File: config.mk
export PLATFORM = sky130hd
export DESIGN_NAME = fp_divider
export DESIGN_NICKNAME = d
export VERILOG_FILES = /design/src/rtl/fpu_pkg.sv /design/src/rtl/divider_core.sv /design/src/rtl/fp_divider.sv
export SDC_FILE = /design/constraint.sdc
export NUM_CORES = 1
export LEC_CHECK = 0
export CELL_PAD_IN_SITES_DETAIL_PLACEMENT = 1
export CELL_PAD_IN_SITES_GLOBAL_PLACEMENT = 1
export CORE_UTILIZATION = 46
export CTS_CLUSTER_DIAMETER = 40
export CTS_CLUSTER_SIZE = 25
export DETAILED_ROUTE_END_ITERATION = 10
export PLACE_DENSITY = 0.85
export SLEW_MARGIN = 20
export SYNTH_ARGS = -nofsm -noshare
export SYNTH_HDL_FRONTEND = slang
export SYNTH_SLANG_ARGS = --single-unit
File: constraint.sdc
create_clock -name clk_i -period 4.7 [get_ports clk_i]
set_clock_uncertainty 0.1 [all_clocks]
set_input_delay 0.94 -clock clk_i [delete_from_list [all_inputs] [get_ports clk_i]]
set_output_delay 0.94 -clock clk_i [all_outputs]
set_load 0.02 [all_outputs]
File: src/rtl/fpu_pkg.sv
// Shared FPU definitions: IEEE-754 single-precision constants, divider FSM states
// and small operand helpers used by the arithmetic units.
package fpu_pkg;

  localparam int          EXP_BIAS     = 127;
  localparam logic [31:0] QNAN_DEFAULT = 32'h7fffffff;
  localparam logic [31:0] POS_INF      = 32'h7f800000;

  typedef enum logic [3:0] {
    ST_READY,
    ST_DIVIDE,
    ST_NORMALIZE,
    ST_VALIDATE_RESULT,
    ST_INVALID,
    ST_SPECIAL_INF,
    ST_SPECIAL_ZERO,
    ST_DIV_ZERO,
    ST_DONE
  } div_state_e;

  // Subnormals are flushed, so a zero biased exponent means zero.
  function automatic logic is_zero(input logic [7:0] exp_val);
    return exp_val == 8'd0;
  endfunction

endpackage

File: src/rtl/divider_core.sv
// Restoring significand divider: one quotient bit per cycle, producing
// floor(dividend * 2^(QUOT_BITS-1) / divisor).
module divider_core #(
  parameter int QUOT_BITS = 25
) (
  input  logic                 clk,
  input  logic                 srst,
  input  logic                 start,
  input  logic [23:0]          dividend,
  input  logic [23:0]          divisor,
  output logic [QUOT_BITS-1:0] quotient,
  output logic                 done
);

  logic [25:0]          rem_reg;
  logic [23:0]          div_reg;
  logic [QUOT_BITS-1:0] quot_reg;
  logic [4:0]           count_reg;
  logic                 run_reg;

  logic [25:0] div_ext;
  logic [25:0] diff;
  logic        rem_ge;

  assign div_ext  = {2'b00, div_reg};
  assign diff     = rem_reg - div_ext;
  assign rem_ge   = rem_reg >= div_ext;
  assign quotient = quot_reg;
  // High during the cycle whose closing edge writes the final quotient bit,
  // so the caller can leave its wait state on that same edge.
  assign done     = run_reg && (count_reg == 5'(QUOT_BITS - 1));

  always_ff @(posedge clk) begin
    if (srst) begin
      rem_reg   <= '0;
      div_reg   <= '0;
      quot_reg  <= '0;
      count_reg <= '0;
      run_reg   <= 1'b0;
    end else if (start) begin
      rem_reg   <= {2'b00, dividend};
      div_reg   <= divisor;
      quot_reg  <= '0;
      count_reg <= '0;
      run_reg   <= 1'b1;
    end else if (run_reg) begin
      if (rem_ge) begin
        quot_reg <= {quot_reg[QUOT_BITS-2:0], 1'b1};
        rem_reg  <= {diff[24:0], 1'b0};
      end else begin
        quot_reg <= {quot_reg[QUOT_BITS-2:0], 1'b0};
        rem_reg  <= {rem_reg[24:0], 1'b0};
      end
      count_reg <= count_reg + 5'd1;
      if (done) run_reg <= 1'b0;
    end
  end

endmodule

File: src/rtl/fp_divider.sv
// Single-precision divider on decomposed operands: special-case dispatch,
// iterative significand division, normalization and range checking.
module fp_divider
  import fpu_pkg::*;
#(
  parameter logic [31:0] QNAN      = QNAN_DEFAULT,
  parameter int          QUOT_BITS = 25
) (
  input  logic        clk_i,
  input  logic        rst_i,
  input  logic        data_valid_i,
  output logic        data_valid_o,
  output logic        busy_o,
  input  logic        x_sign_i,
  input  logic        y_sign_i,
  input  logic [7:0]  x_exp_i,
  input  logic [7:0]  y_exp_i,
  input  logic [22:0] x_frac_i,
  input  logic [22:0] y_frac_i,
  input  logic        x_infinity_i,
  input  logic        y_infinity_i,
  input  logic        x_nan_i,
  input  logic        y_nan_i,
  output logic [31:0] z_o,
  output logic        except_invalid_operation_o,
  output logic        except_divide_by_zero_o,
  output logic        except_overflow_o,
  output logic        except_underflow_o
);

  div_state_e         state_reg;
  div_state_e         accept_state;
  logic               sign_reg;
  logic signed [9:0]  exp_reg;
  logic [22:0]        frac_reg;
  logic [31:0]        res_z_reg;
  logic               res_invalid_reg;
  logic               res_dbz_reg;
  logic               res_ovf_reg;
  logic               res_unf_reg;

  logic                 x_zero;
  logic                 y_zero;
  logic                 accept;
  logic                 core_start;
  logic                 core_done;
  logic [QUOT_BITS-1:0] quotient;

  assign x_zero     = is_zero(x_exp_i);
  assign y_zero     = is_zero(y_exp_i);
  assign accept     = (state_reg == ST_READY) && data_valid_i;
  assign core_start = accept && (accept_state == ST_DIVIDE);
  assign busy_o     = (state_reg != ST_READY);

  // First matching case wins; NaN and indeterminate forms take priority.
  always_comb begin
    accept_state = ST_DIVIDE;
    if (x_nan_i || y_nan_i)
      accept_state = ST_INVALID;
    else if ((x_infinity_i && y_infinity_i) || (x_zero && y_zero))
      accept_state = ST_INVALID;
    else if (x_infinity_i)
      accept_state = ST_SPECIAL_INF;
    else if (y_infinity_i)
      accept_state = ST_SPECIAL_ZERO;
    else if (y_zero)
      accept_state = ST_DIV_ZERO;
    else if (x_zero)
      accept_state = ST_SPECIAL_ZERO;
  end

  divider_core #(
    .QUOT_BITS (QUOT_BITS)
  ) u_core (
    .clk      (clk_i),
    .srst     (rst_i),
    .start    (core_start),
    .dividend ({1'b1, x_frac_i}),
    .divisor  ({1'b1, y_frac_i}),
    .quotient (quotient),
    .done     (core_done)
  );

  always_ff @(posedge clk_i) begin
    if (rst_i) begin
      state_reg                  <= ST_READY;
      sign_reg                   <= 1'b0;
      exp_reg                    <= '0;
      frac_reg                   <= '0;
      res_z_reg                  <= '0;
      res_invalid_reg            <= 1'b0;
      res_dbz_reg                <= 1'b0;
      res_ovf_reg                <= 1'b0;
      res_unf_reg                <= 1'b0;
      z_o                        <= '0;
      data_valid_o               <= 1'b0;
      except_invalid_operation_o <= 1'b0;
      except_divide_by_zero_o    <= 1'b0;
      except_overflow_o          <= 1'b0;
      except_underflow_o         <= 1'b0;
    end else begin
      data_valid_o <= 1'b0;
      case (state_reg)
        ST_READY: begin
          if (data_valid_i) begin
            sign_reg        <= x_sign_i ^ y_sign_i;
            exp_reg         <= $signed({2'b00, x_exp_i}) - $signed({2'b00, y_exp_i})
                               + 10'(EXP_BIAS);
            res_invalid_reg <= 1'b0;
            res_dbz_reg     <= 1'b0;
            res_ovf_reg     <= 1'b0;
            res_unf_reg     <= 1'b0;
            state_reg       <= accept_state;
          end
        end
        ST_DIVIDE: begin
          if (core_done) state_reg <= ST_NORMALIZE;
        end
        ST_NORMALIZE: begin
          // Quotient lies in [2^23, 2^25); the top bit selects the shift.
          if (quotient[QUOT_BITS-1]) begin
            frac_reg <= quotient[23:1];
          end else begin
            frac_reg <= quotient[22:0];
            exp_reg  <= exp_reg - 10'sd1;
          end
          state_reg <= ST_VALIDATE_RESULT;
        end
        ST_VALIDATE_RESULT: begin
          if (exp_reg >= 10'sd255) begin
            res_z_reg   <= {sign_reg, POS_INF[30:0]};
            res_ovf_reg <= 1'b1;
          end else if (exp_reg <= 10'sd0) begin
            res_z_reg   <= {sign_reg, 31'd0};
            res_unf_reg <= 1'b1;
          end else begin
            res_z_reg   <= {sign_reg, exp_reg[7:0], frac_reg};
          end
          state_reg <= ST_DONE;
        end
        ST_INVALID: begin
          res_z_reg       <= QNAN;
          res_invalid_reg <= 1'b1;
          state_reg       <= ST_DONE;
        end
        ST_SPECIAL_INF: begin
          res_z_reg <= {sign_reg, POS_INF[30:0]};
          state_reg <= ST_DONE;
        end
        ST_SPECIAL_ZERO: begin
          res_z_reg <= {sign_reg, 31'd0};
          state_reg <= ST_DONE;
        end
        ST_DIV_ZERO: begin
          res_z_reg   <= {sign_reg, POS_INF[30:0]};
          res_dbz_reg <= 1'b1;
          state_reg   <= ST_DONE;
        end
        ST_DONE: begin
          z_o                        <= res_z_reg;
          except_invalid_operation_o <= res_invalid_reg;
          except_divide_by_zero_o    <= res_dbz_reg;
          except_overflow_o          <= res_ovf_reg;
          except_underflow_o         <= res_unf_reg;
          data_valid_o               <= 1'b1;
          state_reg                  <= ST_READY;
        end
        default: state_reg <= ST_READY;
      endcase
    end
  end

endmodule

## Yosys cells after proc, flatten, opt, wreduce, memory -nomap -nowiden

Cells that the tools add are included.

| operators by class | value |
|---|---|
| add/subtract/negate cells | 5 |
| magnitude comparators | 3 |
| equality and inequality tests | 16 |
| muxes and demuxes | 32 |
| bitwise gates (word level) | 1 |
| reductions and logical operators | 27 |

Operators with widths:

| kind | number |
|---|---|
| $pmux W32 S4 | 1 |
| $mux W31 | 2 |
| $mux W24 | 2 |
| $ge A26 B24 Y1 | 1 |
| $mux W26 | 1 |
| $sub A25 B24 Y25 | 1 |
| $mux W23 | 1 |
| $mux W10 | 2 |
| $pmux W10 S2 | 1 |
| $mux W3 | 6 |
| $eq A4 B3 Y1 const B | 4 |
| $logic_not A8 Y1 | 2 |
| $pmux W4 S4 | 1 |
| $ne A2 B2 Y1 const B | 6 |
| $add A9 B8 Y10 const B | 1 |
| $ge A10 B9 Y1 const B | 1 |
| $le A10 B1 Y1 const B | 1 |
| $reduce_bool A2 Y1 | 5 |
| $sub A10 B2 Y10 const B | 1 |
| $mux W1 | 9 |
| $sub A8 B8 Y9 | 1 |
| $eq A4 B1 Y1 const B | 2 |
| $eq A4 B2 Y1 const B | 2 |
| $mux W4 | 2 |
| 14 further kinds | 28 |

| word-level totals | value |
|---|---|
| register bits after elaboration | 192 |
| output and inout port bits | 38 |

## Longest topological paths before layout

Gate-level depths: netlist of the first run.

| depth | value |
|---|---|
| word-level depth | 10 |
| gate-level depth with buffers | 15 |
| gate-level depth less buffers | 12 |

## Modules after synthesis

From an unflattened synthesis of the first run, not the netlist that was laid out.

| second synthesis, totals | value |
|---|---|
| cell total of the unflattened synthesis | 1225 |
| area, all modules | 9943.3 sq um |

By module, submodules not included:

| module | times used | cells each | area an instance (sq um) |
|---|---|---|---|
| fp_divider | 1 | 659 | 5216.3 |
| divider_core | 1 | 566 | 4727.0 |

## Worst setup path before layout of the first run

No wires, ideal clock.

| path | value |
|---|---|
| kind | input to register |
| start point | input port y_exp_i[4] |
| end point | register exp_reg[8] |
| setup time | 0.137 ns |
| arrival time | 2.855 ns |
| required time | 4.463 ns |
| slack | 1.607 ns |
| stages | 10 |
| path through | inv_1 > ha_1 > clkbuf_1 > or2_2 > or4_1 > mux2i_1 > o211ai_1 > o311a_1 > a21oi_1 > a211oi_1 |

| between the ends | value |
|---|---|
| word-level cells in the longest chain between the ends | 4 |

Ends and longest elaborated chain:

| what | line | source |
|---|---|---|
| start, declared | fp_divider.sv:17 | `input logic [7:0] y_exp_i,` |
| $sub A8 B8 Y9 | fp_divider.sv:107 | `exp_reg <= $signed({2'b00, x_exp_i}) - $signed({2'b00, y_exp_i})` |
| $add A9 B8 Y10 | fp_divider.sv:108 | `+ 10'(EXP_BIAS);` |
| $mux W10 | fp_divider.sv:105 | `if (data_valid_i) begin` |
| $pmux W10 S2 | fp_divider.sv:103 | `case (state_reg)` |
| end signal, assigned | fp_divider.sv:107 |  |
| end signal, assigned | fp_divider.sv:125 | `exp_reg <= exp_reg - 10'sd1;` |
| end, declared | fp_divider.sv:34 | `logic signed [9:0] exp_reg;` |

No other way between the ends. The select of a mux whose other input is x is not followed.
A chain may end at the register's enable or synchronous reset.

## Final worst setup path of the first run

| path | value |
|---|---|
| start point | register u_core.rem_reg[0] |
| end point | register u_core.rem_reg[10] |

| between the ends | value |
|---|---|
| word-level cells in the longest chain between the ends | 4 |
| elaborated cells between the ends (all ways) | 5 |

Ends and longest elaborated chain:

| what | line | source |
|---|---|---|
| start, declared | divider_core.sv:15 | `logic [25:0] rem_reg;` |
| start signal, assigned | divider_core.sv:41 | `rem_reg <= {2'b00, dividend};` |
| start signal, assigned | divider_core.sv:49 | `rem_reg <= {diff[24:0], 1'b0};` |
| start signal, assigned | divider_core.sv:52 | `rem_reg <= {rem_reg[24:0], 1'b0};` |
| $sub A25 B24 Y25 or $ge A26 B24 Y1 (tied branches) | divider_core.sv:26, divider_core.sv:27 |  |
| $mux W26 * | divider_core.sv:47 | `if (rem_ge) begin` |
| $mux W24 * | divider_core.sv:46 | `end else if (run_reg) begin` |
| $mux W24 * | divider_core.sv:40 | `end else if (start) begin` |

Every way passes the cells marked *; elsewhere a longest branch is shown, timed or not. The select of a mux whose other input is x is not followed.

==> results of run 1 <==
where the power goes:
part           internal, uW  total, uW  switching, uW  leakage, uW
clock network           789       1550            761     0.000312
logic                   494       1230            732      0.00243
registers              1740       1840            103      0.00156
total                  3020       4620           1600      0.00430
logic make-up after synthesis:
family | count (synthesis) | share of synthesized area, %
buffers and inverters | 130 | 5.346
DFF | 192 | 38.82
and+or+nand+nor | 430 | 19.39
xor gates and xnor gates | 35 | 3.096
adders and majority gates | 39 | 5.004
muxes | 68 | 6.900
AOI/OAI and AO/OA | 328 | 21.45
worst max-delay path: cells and delay by family (launching register included):
family                   cells  cell delay [ns]
AO/OA/AOI/OAI                7             1.86
multiplexers                 1             0.17
flip-flops                   1             0.33
buffers and inverters        3             0.48
adder cells (fa/ha/maj)      2             0.58
metrics by stage:
stage                     cells  hold WS (ns)  setup WS [ns]  total power (uW)
after floorplan            1222        0.3288          1.607              2761
after global placement     1538        0.3406         0.8847              3019
after detailed placement   1538        0.3458         0.7529              3061
after CTS                  1570        0.3580          1.115              4629
after global routing       1570        0.3801         0.8848              4833
final                      1570        0.3541          1.095              4617
layout by cell type (no fill, tap or decap), types with 8 or more instances in the layout:
cell	count
nor2_1	112
clkdlybuf4s50_1	107
a21o_1	21
o21a_1	10
nor3_1	60
a211oi_1	37
a31oi_1	12
nand4_1	10
dfxtp_1	191
o21ai_0	36
mux2i_1	66
inv_1	48
clkbuf_16	17
a211o_1	14
and3_1	8
ha_1	38
a21oi_1	142
nand3_1	19
buf_4	16
xnor2_1	21
xor2_1	14
nand2_1	174
per-layer routing:
metal	wire (um)	up-vias	global-route usage [%]
met5	0	-	0
li1	-	4432	-
met2	12830	205	42.76
met4	599	0	8.608
met1	13510	4356	34.75
met3	998	45	3.834
layout make-up:
type | instances | area (sq um) | share of cell area [%]
Tap cell | 275 | 344.1 | 2.929
Clock buffer | 17 | 425.4 | 3.622
Clock inverter | 15 | 217.7 | 1.853
Timing Repair Buffer | 123 | 1191 | 10.14
Sequential cell | 192 | 3845 | 32.73
Inverter | 48 | 180.2 | 1.534
Multi-Input combinational cell | 900 | 5543 | 47.19
worst max-delay path by stage:
stage | startpoint | endpoint | slack, ns
finish | u_core.rem_reg[0] | u_core.rem_reg[10] | 1.09
CTS | u_core.rem_reg[0] | u_core.rem_reg[10] | 1.12
floorplan | y_exp_i[4] | exp_reg[8] | 1.61
global route | u_core.rem_reg[0] | u_core.rem_reg[10] | 0.88
global placement | y_exp_i[0] | u_core.quotient[11] | 0.88
detailed placement | y_exp_i[0] | u_core.quotient[4] | 0.75
==> impl_metrics.env, run 1 <==
export IMPL_outcome="completed"
export IMPL_hold_viol=0
export IMPL_worst_path_most_repeated_cell="inv_1"
export IMPL_async_reset_ff_share_pct=0
export IMPL_postLayoutCellArea_sq_um=11750
export IMPL_rrSetupSlack_ns=1.09
export IMPL_antenna_cells=0
export IMPL_tightest_slew_ns=1.027
export IMPL_cts_root_buf="clkbuf_16"
export IMPL_drt_total_wl_um=27940
export IMPL_seq_area_frac_synth_pct=38.82
export IMPL_leakagePower_uw=0.004301
export IMPL_crit_chain="inv_1 > ha_1 > inv_1 > fa_1 > a21o_1 > a221oi_2 > o31ai_4 > a31o_4 > a31o_1 > buf_4 > mux2i_1 > a211o_1 > a21oi_1"
export IMPL_core_region_area_sq_um=21090
export IMPL_hold_start="z_o[12]"
export IMPL_whs_endpoint="z_o[12]"
export IMPL_dieArea_sq_um=22110
export IMPL_cts_hold_fix_buffers=0
export IMPL_gp_congestion=0.8218
export IMPL_slowest_stage="fa_1"
export IMPL_detail_route_antenna_nets=0
export IMPL_clock_sinks=192
export IMPL_antenna_found_initial=0
export IMPL_area_delta_synth_final_pct=18.64
export IMPL_cts_tree="done"
export IMPL_clk_latency_ns=0.45
export IMPL_synth_common_cells="dfxtp_1, nand2_1, a21oi_1"
export IMPL_grt_first_pass_wirelength_um=45900
export IMPL_maxCapViolCount=0
export IMPL_postCtsSetupBuffers=0
export IMPL_power_density_nw_per_um2=393.1
export IMPL_ys_flop_type="dfxtp_1"
export IMPL_synth_edff_count=0
export IMPL_path_max_fanout=22
export IMPL_drive_above_1_share_pct=5.792
export IMPL_grt_pass1_vias=9153
export IMPL_period_minus_slack_ns=3.605
export IMPL_period_share_pct=76.70
export IMPL_fin_util_pct=55.70
export IMPL_numCtsBuffers=17
export IMPL_fin_nets=1392
export IMPL_overflow=0
export IMPL_syn_avg_cell_area_sq_um=8.102
export IMPL_hold_path_class="reg -> reg"
export IMPL_max_freq_ghz=0.2774
export IMPL_via_per_inst=5.757
export IMPL_cp_arrival_ns=3.87
export IMPL_slowest_delay_ns=0.41
export IMPL_hpwlAfterDp_um=18740
export IMPL_synth_most_common_cell="dfxtp_1"
export IMPL_r2r_start="u_core.rem_reg[0]"
export IMPL_grt_max_degree=89
export IMPL_grt_util_all_layers_pct=25.99
export IMPL_postSynthCellCount=1222
export IMPL_finalSetupTns_ns=0
export IMPL_finalSetupViolCount=0
export IMPL_wl_per_cell_um=17.79
export IMPL_placedInstanceArea_sq_um=11100
export IMPL_cts_max_path_buffers=2
export IMPL_final_fill_count=2516
export IMPL_synth_area_leader_cell="dfxtp_1"
export IMPL_slew_violations=0
export IMPL_first_pass_iters=5
export IMPL_synth_area_leaders="dfxtp_1, a21oi_1, mux2i_1"
export IMPL_ir_drop_mv=0.2754
export IMPL_syn_area_sq_um=9901
export IMPL_numPortBuffers=108
export IMPL_critPathKind="reg -> reg"
export IMPL_ctsResizeCount=0
export IMPL_htreeDepth=4
export IMPL_path_clk_slew_ns=0.09
export IMPL_slew_headroom_pct=31.52
export IMPL_worstPathRequired_ns=4.97
export IMPL_ys_ff_latch=192
export IMPL_pin_count=109
export IMPL_cp_end_kind="flop"
export IMPL_cp_start_kind="flop"
export IMPL_dieHeight_um=148.7
export IMPL_drt_iter0_drc=701
export IMPL_synth_top_area_share_pct=38.82
export IMPL_num_vias=9038
export IMPL_syn_num_nets=1332
export IMPL_route_detailed_drc=0
export IMPL_whs_path_depth=2
export IMPL_rsz0062_at_grt="no"
export IMPL_ys_types=73
export IMPL_placementRows=53
export IMPL_fp_dieW_um=148.7
export IMPL_reg2regPathDepth=13
export IMPL_r2r_end="u_core.rem_reg[10]"
export IMPL_start_util_pct=46.95
export IMPL_ys_warn_count=0
No activity file was read; power rests on OpenSTA's default activity.
==> run 2: changes to the inputs <==
--- a/config.mk
+++ b/config.mk
@@ -7,11 +7,11 @@
 export LEC_CHECK = 0
 export CELL_PAD_IN_SITES_DETAIL_PLACEMENT = 1
 export CELL_PAD_IN_SITES_GLOBAL_PLACEMENT = 1
-export CORE_UTILIZATION = 46
+export CORE_UTILIZATION = 38
 export CTS_CLUSTER_DIAMETER = 40
 export CTS_CLUSTER_SIZE = 25
 export DETAILED_ROUTE_END_ITERATION = 10
-export PLACE_DENSITY = 0.85
+export PLACE_DENSITY = 0.75
 export SLEW_MARGIN = 20
 export SYNTH_ARGS = -nofsm -noshare
 export SYNTH_HDL_FRONTEND = slang
==> constraint.sdc (replaced) <==
create_clock -name clk_i -period 3.1 [get_ports clk_i]
set_clock_uncertainty 0.1 [all_clocks]
set_input_delay 0.62 -clock clk_i [delete_from_list [all_inputs] [get_ports clk_i]]
set_output_delay 0.62 -clock clk_i [all_outputs]
set_load 0.02 [all_outputs]
==> run 2 against run 1 <==
- die area grew 21%
- fmax is 22% higher
- register-to-register slack worse by 0.95 ns
- design area up 4.7%
- critical path depth is the same
- non-clock buffer count increased by 42
- combinational power is 65% higher
- clock-buffer cell count is the same
- worst setup slack got worse by 0.95 ns
- critical path type unchanged
- critical endpoint is now u_core.rem_reg[2]
==> impl_metrics.env, run 2 (synthesis results as in run 1) <==
export IMPL_overflow=0
export IMPL_drt_iter0_drc=422
export IMPL_detail_route_antenna_nets=0
export IMPL_placedInstanceArea_sq_um=11510
export IMPL_cts_tree="done"
export IMPL_route_detailed_drc=0
export IMPL_holdWs_ns=0.3566
export IMPL_total_power_uw=7208
export IMPL_hold_viol=0
export IMPL_postLayoutCellArea_sq_um=12290
export IMPL_swShare_pct=34.91
export IMPL_fp_dieW_um=163.4
export IMPL_power_switching_uw=2516
export IMPL_fin_nets=1434
export IMPL_numPortBuffers=108
export IMPL_worstPathRequired_ns=3.37
export IMPL_hold_path_class="reg -> reg"
export IMPL_max_freq_ghz=0.3380
export IMPL_dieHeight_um=163.4
export IMPL_antenna_found_initial=0
export IMPL_use_met1_pct=31.26
export IMPL_htreeDepth=4
export IMPL_finalSetupViolCount=0
export IMPL_cts_hold_fix_buffers=0
export IMPL_placementRows=58
export IMPL_cts_max_path_buffers=2
export IMPL_clkPwrFrac_pct=33.1
export IMPL_path_clk_slew_ns=0.09
export IMPL_pwr_share_comb_pct=28.2
export IMPL_grt_max_degree=71
export IMPL_maxCapViolCount=0
export IMPL_period_minus_slack_ns=2.959
export IMPL_first_pass_iters=5
export IMPL_dieArea_sq_um=26700
export IMPL_most_common_layout_cells="dfxtp_1, nand2_1, a21oi_1"
export IMPL_p_int_uw=4692
export IMPL_rsz0062_at_grt="no"
export IMPL_grt_util_all_layers_pct=21.09
export IMPL_met3_usage_pct=2.565
export IMPL_antenna_cells=0
export IMPL_via_per_inst=5.419
export IMPL_clock_sinks=192
export IMPL_final_common_cell="dfxtp_1"
export IMPL_cp_end_kind="flop"
export IMPL_cp_arrival_ns=3.23
export IMPL_cts_root_buf="clkbuf_16"
export IMPL_power_density_nw_per_um2=586.4
export IMPL_finalSetupTns_ns=0
export IMPL_tightest_slew_ns=0.9886
export IMPL_wl_per_cell_um=16.38
export IMPL_slew_headroom_pct=33.95
export IMPL_cp_start_kind="flop"
export IMPL_numCtsBuffers=17
export IMPL_drive_above_1_share_pct=9.723
export IMPL_outcome="completed"
export IMPL_hpwlAfterDp_um=19420
export IMPL_regArea_sq_um=3847
export IMPL_num_vias=9034
export IMPL_ir_drop_mv=0.4005
export IMPL_clk_latency_ns=0.45
export IMPL_area_delta_synth_final_pct=24.16
export IMPL_start_util_pct=38.98
export IMPL_leakagePower_uw=0.004554
export IMPL_pin_count=109
export IMPL_met2_usage_pct=31.82
export IMPL_grt_first_pass_wirelength_um=45600
export IMPL_grt_most_used_layer="met2"
export IMPL_seq_power_share_pct=38.7
export IMPL_path_max_fanout=11
export IMPL_final_fill_count=3046
export IMPL_period_share_pct=95.45
export IMPL_gp_congestion=0.8466
export IMPL_critPathKind="reg -> reg"
export IMPL_slew_violations=0
export IMPL_drt_total_wl_um=27310
export IMPL_grt_pass1_vias=8892
export IMPL_core_region_area_sq_um=25400
export IMPL_multiInputGateArea_sq_um=5610
-- run 2: changes by cell type in the layout (fill, tap and decap cells not counted), moves of 4 or more --
cell,change
buf_4,+36
buf_12,+5
inv_12,+4
inv_8,-4
-- run 2: path summary, 6_finish.rpt --
check / from / to / slack, ns / cells past startpoint
max: u_core.rem_reg[0] / u_core.rem_reg[2] / 0.14 / 13
min: z_o[21] / z_o[21] / 0.36 / 2
max reg2reg: u_core.rem_reg[0] / u_core.rem_reg[2] / 0.14 / 13
min reg2reg: z_o[21] / z_o[21] / 0.36 / 2
-- run 2: area by class of cell --
| type | count | area share [%] |
|---|---|---|
| timing repair buffer | 165 | 12.93 |
| clock inverter | 15 | 1.852 |
| inverter | 48 | 1.466 |
| multi-input combinational | 900 | 45.64 |
| clock buffer | 17 | 3.461 |
| tap | 330 | 3.359 |
| sequential | 192 | 31.30 |
-- run 2: repair_timing --
action,4_1_cts,5_1_grt
resized for setup,3,14
endpoints found under the setup margin,13,16
setup buffers,2,2
gates cloned,1,0
pin swaps,3,8
-- run 2: power groups by stage --
stage                     sequential (uW)  clock [uW]  combinational (uW)
after floorplan                      2780           0                1410
after global placement               2840           0                1860
after detailed placement             2840           0                1900
after CTS                            2790        2440                2020
after global routing                 2810        2540                2240
final                                2790        2390                2030
-- run 2: routing by layer --
| metal | wire (um) | up-vias |
|---|---|---|
| met5 | 0 | - |
| met3 | 869 | 22 |
| met2 | 11910 | 168 |
| met1 | 14190 | 4324 |
| met4 | 334 | 0 |
| li1 | - | 4520 |
-- run 2: through the flow --
step	std cells	setup WS, ns	util, %
6_report	1667	0.1410	48.40
5_1_grt	1667	0.02681	48.40
4_1_cts	1665	0.01654	48.17
3_5_place_dp	1630	-0.2248	45.33
3_3_place_gp	1630	-0.08300	45.33
2_1_floorplan	1222	0.09500	-
-- run 2: worst max-delay path, stage by stage (launching register included) --
cell and delay (ns):
dfxtp_2 0.33, inv_2 0.07, ha_4 0.12, inv_1 0.05, fa_2 0.34, a21o_1 0.23
a221oi_4 0.29, o31ai_4 0.12, a31o_4 0.25, a31o_4 0.25, buf_12 0.16, mux2i_1 0.13
a211o_1 0.33, a21oi_2 0.11
==> run 3: changes to the inputs <==
--- a/config.mk
+++ b/config.mk
@@ -5,6 +5,7 @@
 export SDC_FILE = /design/constraint.sdc
 export NUM_CORES = 1
 export LEC_CHECK = 0
+export CAP_MARGIN = 20
 export CELL_PAD_IN_SITES_DETAIL_PLACEMENT = 1
 export CELL_PAD_IN_SITES_GLOBAL_PLACEMENT = 1
 export CORE_UTILIZATION = 38
==> results of run 3 <==
Final layout, timing and power as in run 2 (identical DEF).
